<file path="config.mk">
export PLATFORM = sky130hd
export DESIGN_NAME = rom_bit_sequencer
export DESIGN_NICKNAME = d
export VERILOG_FILES = /design/src/rtl/rom_bit_sequencer.sv
export SDC_FILE = /design/constraint.sdc
export NUM_CORES = 1
export LEC_CHECK = 0
export CELL_PAD_IN_SITES_DETAIL_PLACEMENT = 2
export CELL_PAD_IN_SITES_GLOBAL_PLACEMENT = 2
export CORE_UTILIZATION = 28
export DETAILED_ROUTE_END_ITERATION = 6
export GPL_TIMING_DRIVEN = 0
export PLACE_DENSITY = 0.74
export SETUP_SLACK_MARGIN = 0.05
export SLEW_MARGIN = 20
export SYNTH_ARGS = -nofsm -noshare
export SYNTH_HDL_FRONTEND = slang
export SYNTH_SLANG_ARGS = --single-unit
export TNS_END_PERCENT = 30
</file>
<file path="constraint.sdc">
create_clock -name clk -period 3.1 [get_ports clk]
set_clock_uncertainty 0.2 [all_clocks]
set_input_delay 0.62 -clock clk [delete_from_list [all_inputs] [get_ports clk]]
set_output_delay 0.62 -clock clk [all_outputs]
set_load 0.01 [all_outputs]
</file>
<file path="src/rtl/rom_bit_sequencer.sv">
// rom_bit_sequencer: start/stop controlled, range-programmable read sequencer
// for a 1-bit wide block ROM with a 1-cycle read latency. Bits are delivered
// downstream through a 2-entry FIFO. Reads are issued only when the FIFO has
// room for them (credit-based issue), so the FIFO can never overflow.
//
// Handshake: bit_valid/bit_ready follow strict valid/ready rules. bit_valid
// and bit_out depend only on registers. Once bit_valid is high it stays high
// and bit_out stays stable until a transfer (bit_valid & bit_ready) occurs at
// a rising clock edge.

module rom_bit_sequencer #(
  parameter int ADDR_W = 4
) (
  input  logic              clk,
  input  logic              rst,
  input  logic              start,
  input  logic              stop,
  input  logic              loop_en,
  input  logic [ADDR_W-1:0] base_addr,
  input  logic [ADDR_W-1:0] last_addr,
  output logic [ADDR_W-1:0] rom_addr,
  output logic              rom_en,
  input  logic              rom_dout,
  output logic              bit_out,
  output logic              bit_valid,
  input  logic              bit_ready,
  output logic              busy,
  output logic              done,
  output logic [1:0]        state_dbg
);

  typedef enum logic [1:0] {
    IDLE  = 2'd0,
    RUN   = 2'd1,
    DRAIN = 2'd2
  } state_t;

  state_t            state;
  logic [ADDR_W-1:0] ptr;
  logic [ADDR_W-1:0] base_l;
  logic [ADDR_W-1:0] last_l;
  logic [ADDR_W-1:0] addr_hold;
  logic              loop_l;
  logic              inflight;
  logic [1:0]        fifo_count;
  logic              fifo_h0;
  logic              fifo_h1;
  logic              pop;
  logic              issue;
  logic              at_last;
  logic [2:0]        occ;

  // Occupancy after this cycle's pop: buffered bits plus the read in flight.
  assign pop     = bit_valid & bit_ready;
  assign occ     = {1'b0, fifo_count} + {2'b00, inflight} - {2'b00, pop};
  assign issue   = (state == RUN) && (occ < 3'd2);
  assign at_last = (ptr == last_l);

  assign rom_en    = issue;
  assign rom_addr  = issue ? ptr : addr_hold;
  assign bit_out   = fifo_h0;
  assign bit_valid = (fifo_count != 2'd0);
  assign busy      = (state != IDLE);
  assign state_dbg = state;

  // Sequencing FSM: range latch, issue pointer, end-of-range and stop handling.
  always_ff @(posedge clk or posedge rst) begin
    if (rst) begin
      state  <= IDLE;
      ptr    <= '0;
      base_l <= '0;
      last_l <= '0;
      loop_l <= 1'b0;
      done   <= 1'b0;
    end else begin
      done <= 1'b0;
      case (state)
        IDLE: begin
          if (start) begin
            base_l <= base_addr;
            last_l <= last_addr;
            loop_l <= loop_en;
            ptr    <= base_addr;
            state  <= RUN;
          end
        end
        RUN: begin
          if (issue) begin
            // A loop wrap reloads the base directly, so no gap cycle appears.
            if (at_last && loop_l) begin
              ptr <= base_l;
            end else begin
              ptr <= ptr + ADDR_W'(1);
            end
          end
          if (stop || (issue && at_last && !loop_l)) begin
            state <= DRAIN;
          end
        end
        DRAIN: begin
          // Leave as soon as the last buffered bit is being consumed, so done
          // lands in the first cycle with nothing left to deliver.
          if (occ == 3'd0) begin
            state <= IDLE;
            done  <= 1'b1;
          end
        end
        default: state <= IDLE;
      endcase
    end
  end

  // In-flight flag and held ROM address for cycles without an issue.
  always_ff @(posedge clk or posedge rst) begin
    if (rst) begin
      inflight  <= 1'b0;
      addr_hold <= '0;
    end else begin
      inflight <= issue;
      if (issue) begin
        addr_hold <= ptr;
      end
    end
  end

  // Two-entry output FIFO; head is always fifo_h0. rom_dout is captured only
  // when a read is in flight.
  always_ff @(posedge clk or posedge rst) begin
    if (rst) begin
      fifo_count <= 2'd0;
      fifo_h0    <= 1'b0;
      fifo_h1    <= 1'b0;
    end else begin
      case ({inflight, pop})
        2'b10: begin
          if (fifo_count == 2'd0) begin
            fifo_h0 <= rom_dout;
          end else begin
            fifo_h1 <= rom_dout;
          end
          fifo_count <= fifo_count + 2'd1;
        end
        2'b01: begin
          fifo_h0    <= fifo_h1;
          fifo_count <= fifo_count - 2'd1;
        end
        2'b11: begin
          if (fifo_count == 2'd1) begin
            fifo_h0 <= rom_dout;
          end else begin
            fifo_h0 <= fifo_h1;
            fifo_h1 <= rom_dout;
          end
        end
        default: ;
      endcase
    end
  end

endmodule

</file>
==> qor.yml, run 1 <==
outcome:
  status: "complete, but fails checks"
  violations: "negative setup slack"
floorplanning:
  io_pins: 26
  dieArea_mm2: 0.004791
  rows: 24
  initial_core_util_pct: 29.05
  core_area_mm2: 0.004354
  die_width_um: 69.22
  dieHeight_um: 69.22
clock_network:
  htree_levels: 1
  clock-sinks: 25
  cts_max_path_buffers: 2
  cts_hold_buf: 0
  cts_tree: "built"
  cts_root_buf: "clkbuf_8"
  clk_latency_ns: 0.27
  cts_buffers: 3
  clk_pin_slew_worst_paths_ns: 0.09
placement:
  dp_hpwl_um: 2522
  place_ws_ns: -1.122
  gp_congestion: 0.7681
  numPortBuffers: 25
  dp.cells: 206
final_layout:
  nets: 190
  n_fill_cell: 461
  num_antenna_cells: 0
  drive_gt1_share_pct: 23.67
  multi_input_area_um2: 676.9
  seq_area_um2: 628.1
  final_core_util_pct: 41.52
  final_cells: 221
  area_delta_synth_final_pct: 42.93
pwr:
  p_leak_nw: 0.8242
  ir_drop_uv: 307.8
  seq_power_share_pct: 31.8
  pwr_density_cell_mw_per_mm2: 1096
  swShare_pct: 41.05
  p_sw_mw: 0.8133
  combPwrFrac_pct: 58.2
  clkPwrFrac_pct: 10.0
  intPower_mw: 1.168
synthesis:
  syn-cell-area_mm2: 0.001265
  synth-xor-area-share_pct: 6.231
  synth-simple-area-share_pct: 18.79
  synth.mux.area_fraction_pct: 6.825
  synth_area_per_cell_um2: 9.806
  synth.most_common_cell: "nand2_1"
  yosys_warnings: 0
  synth_top_area_share_pct: 49.46
  synth_ff_type: "dfrtp_1"
  synth.largest_area_cell: "dfrtp_1"
  synth_fa_ha_area_share_pct: 5.539
  synth_edf_count: 0
  synth_cell_types: 34
  synth-compound-area-share_pct: 9.792
  synth_top_family_by_area: "simple AND/OR/NAND/NOR gates"
  synth_common_cells: "nand2_1, dfrtp_1, inv_1"
  synthArstFlopShare_pct: 100.0
  syn_inst: 129
  synth_area_leaders: "dfrtp_1, nand2_1, ha_1, xor2_1, xnor2_1"
  ys_seq_area_share_pct: 49.46
  synthesis.nets: 149
  synth.ff_latch_count: 25
drt:
  vias: 1069
  drt_iter0_drc: 36
  wl_per_cell_um: 16.38
  antenna_left: 0
  drt-total-wl_um: 3621
  drtPass1Iterations: 2
  drc_errors: 0
  vias_per_cell: 4.837
critical_path:
  ff2ff_setup_slack_ns: 0.19
  r2r-start: "fifo_count[1]"
  endpoint_kind: "output pin"
  worst_path_most_repeated_cell: "inv_2"
  r2r_cells: 17
  crit_required_ns: 2.28
  crit_path_cell_trace: "inv_2, ha_4, inv_4, nand2_8, xnor2_4, ha_2, inv_2, fa_2, xnor2_2, and3_4, buf_8, mux2_4, buf_6"
  crit_path_max_fanout: 6
  path_class: "flop to output pin"
  worst_path_largest_cell_delay_ns: 0.38
  r2r_end: "ptr[2]"
  cp-start-kind: "flop"
  slowest_stage: "dfrtp_2"
  cp_data_arrival_time_ns: 2.72
sta:
  worst_slew_pin_slew_ns: 0.9517
  hold_violations: 0
  rsz0062_at_grt: "true"
  post-route-period-util_pct: 114.2
  setup_viol: 5
  hold_ws_ns: 0.2986
  post-route-min-period_ns: 3.540
  maxSlewHeadroom_pct: 36.16
  fin_tns_setup_ns: -2.023
  drv_slew: 0
  fmax_ghz: 0.2825
  post-route-worst-setup-slack_ns: -0.4397
grt:
  track_usage_pct: 16.22
  grt_max_degree: 26
  grt_pass1_wl_um: 6106
  grt_pass1_vias: 1194
  grt_overflow: 0
  antenna_found_initial: 0
worst_hold_path:
  hold_path_class: "flop to flop"
  holdPathEnd: "base_l[1]"
  min_from: "base_l[1]"
  whs_path_depth: 2
job:
  max_cap_viol_count: 0
## logic make-up after synthesis
family	Yosys count
simple gates	50
fa+ha+maj	5
mux	8
compound gates	21
flops	25
xor+xnor	9
buf+inv	11
## worst max-delay path, delay by kind of cell, from the launching register on
family / cells / cell delay, ns
xor gates and xnor gates: 2 / 0.36
DFF: 1 / 0.38
buffers and inverters: 5 / 0.40
and+or+nand+nor: 2 / 0.28
muxes: 1 / 0.31
adders and majority gates: 3 / 0.70
## layer usage
layer / wire length (µm) / global-route usage, %
met1: 1621 / 20.06
met2: 1878 / 28.48
met3: 78 / 3.198
met4: 42 / 4.762
met5: 0 / 0
## cell type report
class	count	share of cell area, %
plain buffers	3	1.246
clock buffers	3	2.284
clock inverters	1	0.2768
inverters	8	1.799
multi-input cells	93	37.44
flip-flops and latches	25	34.74
well taps	52	3.599
repair buffers	36	18.62
## placed cells by master, fill, tap and decap left out, drive strengths merged, types with 2 or more instances in the layout
cell type	count
dfrtp	25
xor2	5
nand3	3
nor2	6
ha	4
mux2i	3
or3	2
clkdlybuf4s50	19
o22ai	2
clkbuf	5
clkinv	2
nand2	30
nor4	2
a21oi	6
mux2	5
a211oi	2
buf	16
o21ai	7
inv	7
xnor2	4
## worst max path at each step
stage / start / end / slack, ns
floorplan: fifo_count[1] / rom_addr[0] / -0.06
finish: fifo_count[1] / rom_addr[1] / -0.44
global route: fifo_count[1] / rom_addr[1] / -0.55
CTS: fifo_count[1] / rom_addr[1] / -0.41
detailed placement: bit_ready / rom_addr[1] / -1.12
global placement: bit_ready / rom_addr[3] / -1.03
## registers in the layout (all words and copies together) (netlist names)
name	count
fifo_h1	1
last_l	4
inflight	1
fifo_count	2
loop_l	1
bit_out	1
addr_hold	4
done	1
state_dbg	2
ptr	4
base_l	4
## power groups by stage
stage | sequential, mW | clock (mW) | combinational, mW
global route | 0.654 | 0.218 | 1.27
floorplan | 0.612 | 0 | 0.660
detailed placement | 0.655 | 0 | 0.980
global placement | 0.644 | 0 | 0.930
finish | 0.630 | 0.198 | 1.15
CTS | 0.634 | 0.209 | 1.09
## metrics by stage
stage / area [µm²] / power [mW]
finish: 1808 / 1.982
detailed placement: 1654 / 1.635
global placement: 1654 / 1.574
floorplan: 1339 / 1.272
global route: 1808 / 2.144
CTS: 1770 / 1.933
## what timing repair did
item | CTS | global route
pin swaps | 3 | 3
buffers inserted | 6 | 5
endpoints found under the setup margin | 5 | 5
gates resized for setup | 27 | 0
endpoints found under the hold margin | 0 | 0
No activity file was read; power rests on OpenSTA's default activity.
==> inputs of run 2 (changes only) <==
--- a/config.mk
+++ b/config.mk
@@ -5,6 +5,7 @@
 export SDC_FILE = /design/constraint.sdc
 export NUM_CORES = 1
 export LEC_CHECK = 0
+export CAP_MARGIN = 25
 export CELL_PAD_IN_SITES_DETAIL_PLACEMENT = 2
 export CELL_PAD_IN_SITES_GLOBAL_PLACEMENT = 2
 export CORE_UTILIZATION = 28
==> constraint.sdc (replaced) <==
create_clock -name clk -period 3.1 [get_ports clk]
set_clock_uncertainty 0.2 [all_clocks]
set_input_delay 0.465 -clock clk [delete_from_list [all_inputs] [get_ports clk]]
set_output_delay 0.465 -clock clk [all_outputs]
set_load 0.01 [all_outputs]
==> run 2 against run 1 <==
  * The flow still finishes with violations (negative setup slack)
  * First-iteration DRC count is 25% higher
  * Flip-flop and latch count unchanged
  * Maximum frequency rose by 3.6%
  * Highest routed layer unchanged
  * Clock power is essentially flat
  * Utilization rose by 0.29 points
  * Register-to-register slack gained 0.07 ns
  * Worst hold slack got worse by 0.042 ns
  * Cell count up 0.90%
  * Critical path type unchanged
  * Combinational power about the same
  * Setup slack gained 0.12 ns
  * Non-clock buffer count up 2
==> qor.yml, run 2 (synthesis results as in run 1) <==
sta:
  hold_violations: 0  # unchanged
  rsz0062_at_grt: "true"  # unchanged
  post-route-worst-setup-slack_ns: -0.3174  # was -0.4397 ns
  post-route-period-util_pct: 110.2  # was 114.2%
  maxSlewHeadroom_pct: 65.45  # was 36.16%
  drv_slew: 0  # unchanged
  post-route-min-period_ns: 3.417  # was 3.540 ns
  hold_ws_ns: 0.2565  # was 0.2986 ns
  fmax_ghz: 0.2926  # was 0.2825 GHz
  setup_viol: 5  # unchanged
  worst_slew_pin_slew_ns: 0.5183  # was 0.9517 ns
clock_network:
  clk_pin_slew_worst_paths_ns: 0.09  # about the same
  cts_root_buf: "clkbuf_8"  # unchanged
  clock-sinks: 25  # unchanged
  cts_tree: "built"  # unchanged
  cts_buffers: 3  # unchanged
  cts_max_path_buffers: 2  # unchanged
  htree_levels: 1  # unchanged
  clk_latency_ns: 0.27  # about the same
placement:
  dp_hpwl_um: 2543  # was 2522 µm
  dp.cells: 206  # unchanged
  gp_congestion: 0.7243  # was 0.7681
  numPortBuffers: 25  # unchanged
critical_path:
  r2r-start: "fifo_count[0]"  # was fifo_count[1]
  crit_path_max_fanout: 3  # was 6
  endpoint_kind: "output pin"  # unchanged
  r2r_end: "ptr[0]"  # was ptr[2]
  r2r_cells: 14  # was 17
  path_class: "flop to output pin"  # unchanged
  cp_data_arrival_time_ns: 2.75  # was 2.72 ns
  crit_required_ns: 2.43  # was 2.28 ns
  cp-start-kind: "flop"  # unchanged
  ff2ff_setup_slack_ns: 0.26  # was 0.19 ns
final_layout:
  layout_commonest_cell: "nand2_1"  # unchanged
  area_delta_synth_final_pct: 43.92  # was 42.93%
  layout_common_cells: "nand2_1, dfrtp_1, clkdlybuf4s50_1, buf_4"  # unchanged
  nets: 192  # was 190
  final_cells: 223  # was 221
  drive_gt1_share_pct: 24.56  # was 23.67%
  num_antenna_cells: 0  # unchanged
grt:
  grt_pass1_wl_um: 6479  # was 6106 µm
  grt_overflow: 0  # unchanged
  grt_pass1_vias: 1271  # was 1194
  track_usage_pct: 17.24  # was 16.22%
  antenna_found_initial: 0  # unchanged
  grt_max_degree: 26  # unchanged
floorplanning:
  rows: 24  # unchanged
  core_area_mm2: 0.004354  # unchanged
  dieArea_mm2: 0.004791  # unchanged
  die_width_um: 69.22  # unchanged
  dieHeight_um: 69.22  # unchanged
  io_pins: 26  # unchanged
  initial_core_util_pct: 29.05  # unchanged
outcome:
  violations: "negative setup slack"  # unchanged
  status: "complete, but fails checks"  # unchanged
drt:
  drtPass1Iterations: 4  # was 2
  antenna_left: 0  # unchanged
  drt-total-wl_um: 3904  # was 3621 µm
  drc_errors: 0  # unchanged
  vias_per_cell: 4.951  # was 4.837
  vias: 1104  # was 1069
  wl_per_cell_um: 17.51  # was 16.38 µm
  drt_iter0_drc: 45  # was 36
worst_hold_path:
  hold_path_class: "input pin to asynchronous set/reset pin"  # was flop to flop
pwr:
  p_leak_nw: 0.8350  # was 0.8242 nW
  pwr_density_cell_mw_per_mm2: 1103  # was 1096 mW/mm²
  ir_drop_uv: 352.6  # was 307.8 µV
job:
  max_cap_viol_count: 0  # unchanged
## run 2: cell count changes in the layout (fill, tap and decap cells not counted), sizes merged
cell | previous run | this run
inv | 7 | 8
buf | 16 | 19
clkinv | 2 | 0
clkdlybuf4s15 | 1 | 0
clkbuf | 5 | 6
## run 2: final cells by class
class                   instances  area (µm²)
plain buffers                   2       7.507
clock buffers                   4       45.04
fillers                       461        2534
flip-flops and latches         25       628.1
multi-input cells              93       676.9
well taps                      52       65.06
inverters                       8       32.53
repair buffers                 39       365.4
## run 2: worst max path at each step
| stage | cells past startpoint | slack [ns] | startpoint | endpoint |
|---|---|---|---|---|
| 3_3_place_gp | 10 | -0.73 | bit_ready | rom_addr[2] |
| 5_1_grt | 13 | -0.42 | fifo_count[1] | rom_addr[0] |
| 4_1_cts | 14 | -0.37 | fifo_count[0] | rom_addr[0] |
| 3_5_place_dp | 11 | -0.81 | bit_ready | rom_addr[0] |
| 2_1_floorplan | 11 | 0.08 | fifo_count[1] | rom_addr[0] |
| 6_report | 13 | -0.32 | fifo_count[0] | rom_addr[0] |
## run 2: power by group
group          switching, mW  internal (mW)
clock                  0.107         0.0921
sequential             0.147          0.484
combinational          0.575          0.602
total                  0.830           1.18
## run 2: timing repair
action                     4_1_cts  5_1_grt
pin swaps                        5        5
hold buffers                     0        0
gates resized for setup         32        1
setup buffers                    8        5
setup endpoints to repair        5        5
cloned                           0        0
## run 2: routing by layer
metal	vias to the layer above	GRT usage, %	part of all wire, %	wire length (µm)
met5	-	0	0	0
met4	0	4.762	1.0	40
met3	4	2.035	2.3	91
met2	21	29.56	50	1961
met1	562	22.93	46	1810
li1	517	-	-	-
## run 2: per-stage QoR
| step | setup slack [ns] | util [%] | instance area (µm²) | TNS (ns) | power [mW] |
|---|---|---|---|---|---|
| after floorplan | 0.07599 | - | 1321 | 0 | 1.242 |
| after global placement | -0.7342 | 37.59 | 1637 | -3.404 | 1.536 |
| after detailed placement | -0.8083 | 37.59 | 1637 | -3.761 | 1.599 |
| after CTS | -0.3716 | 40.75 | 1774 | -1.471 | 1.954 |
| after global routing | -0.4166 | 41.81 | 1821 | -1.803 | 2.172 |
| final | -0.3174 | 41.81 | 1821 | -1.328 | 2.008 |
## run 2: worst max-delay path, cell delays in order, from the launching register on
cell	delay [ns]
dfrtp_2	0.38
inv_2	0.05
ha_4	0.16
inv_4	0.07
nand2_8	0.06
xnor2_4	0.19
ha_2	0.20
inv_2	0.04
fa_2	0.35
xnor2_2	0.19
and3_4	0.23
buf_6	0.12
mux2_4	0.31
buf_6	0.12
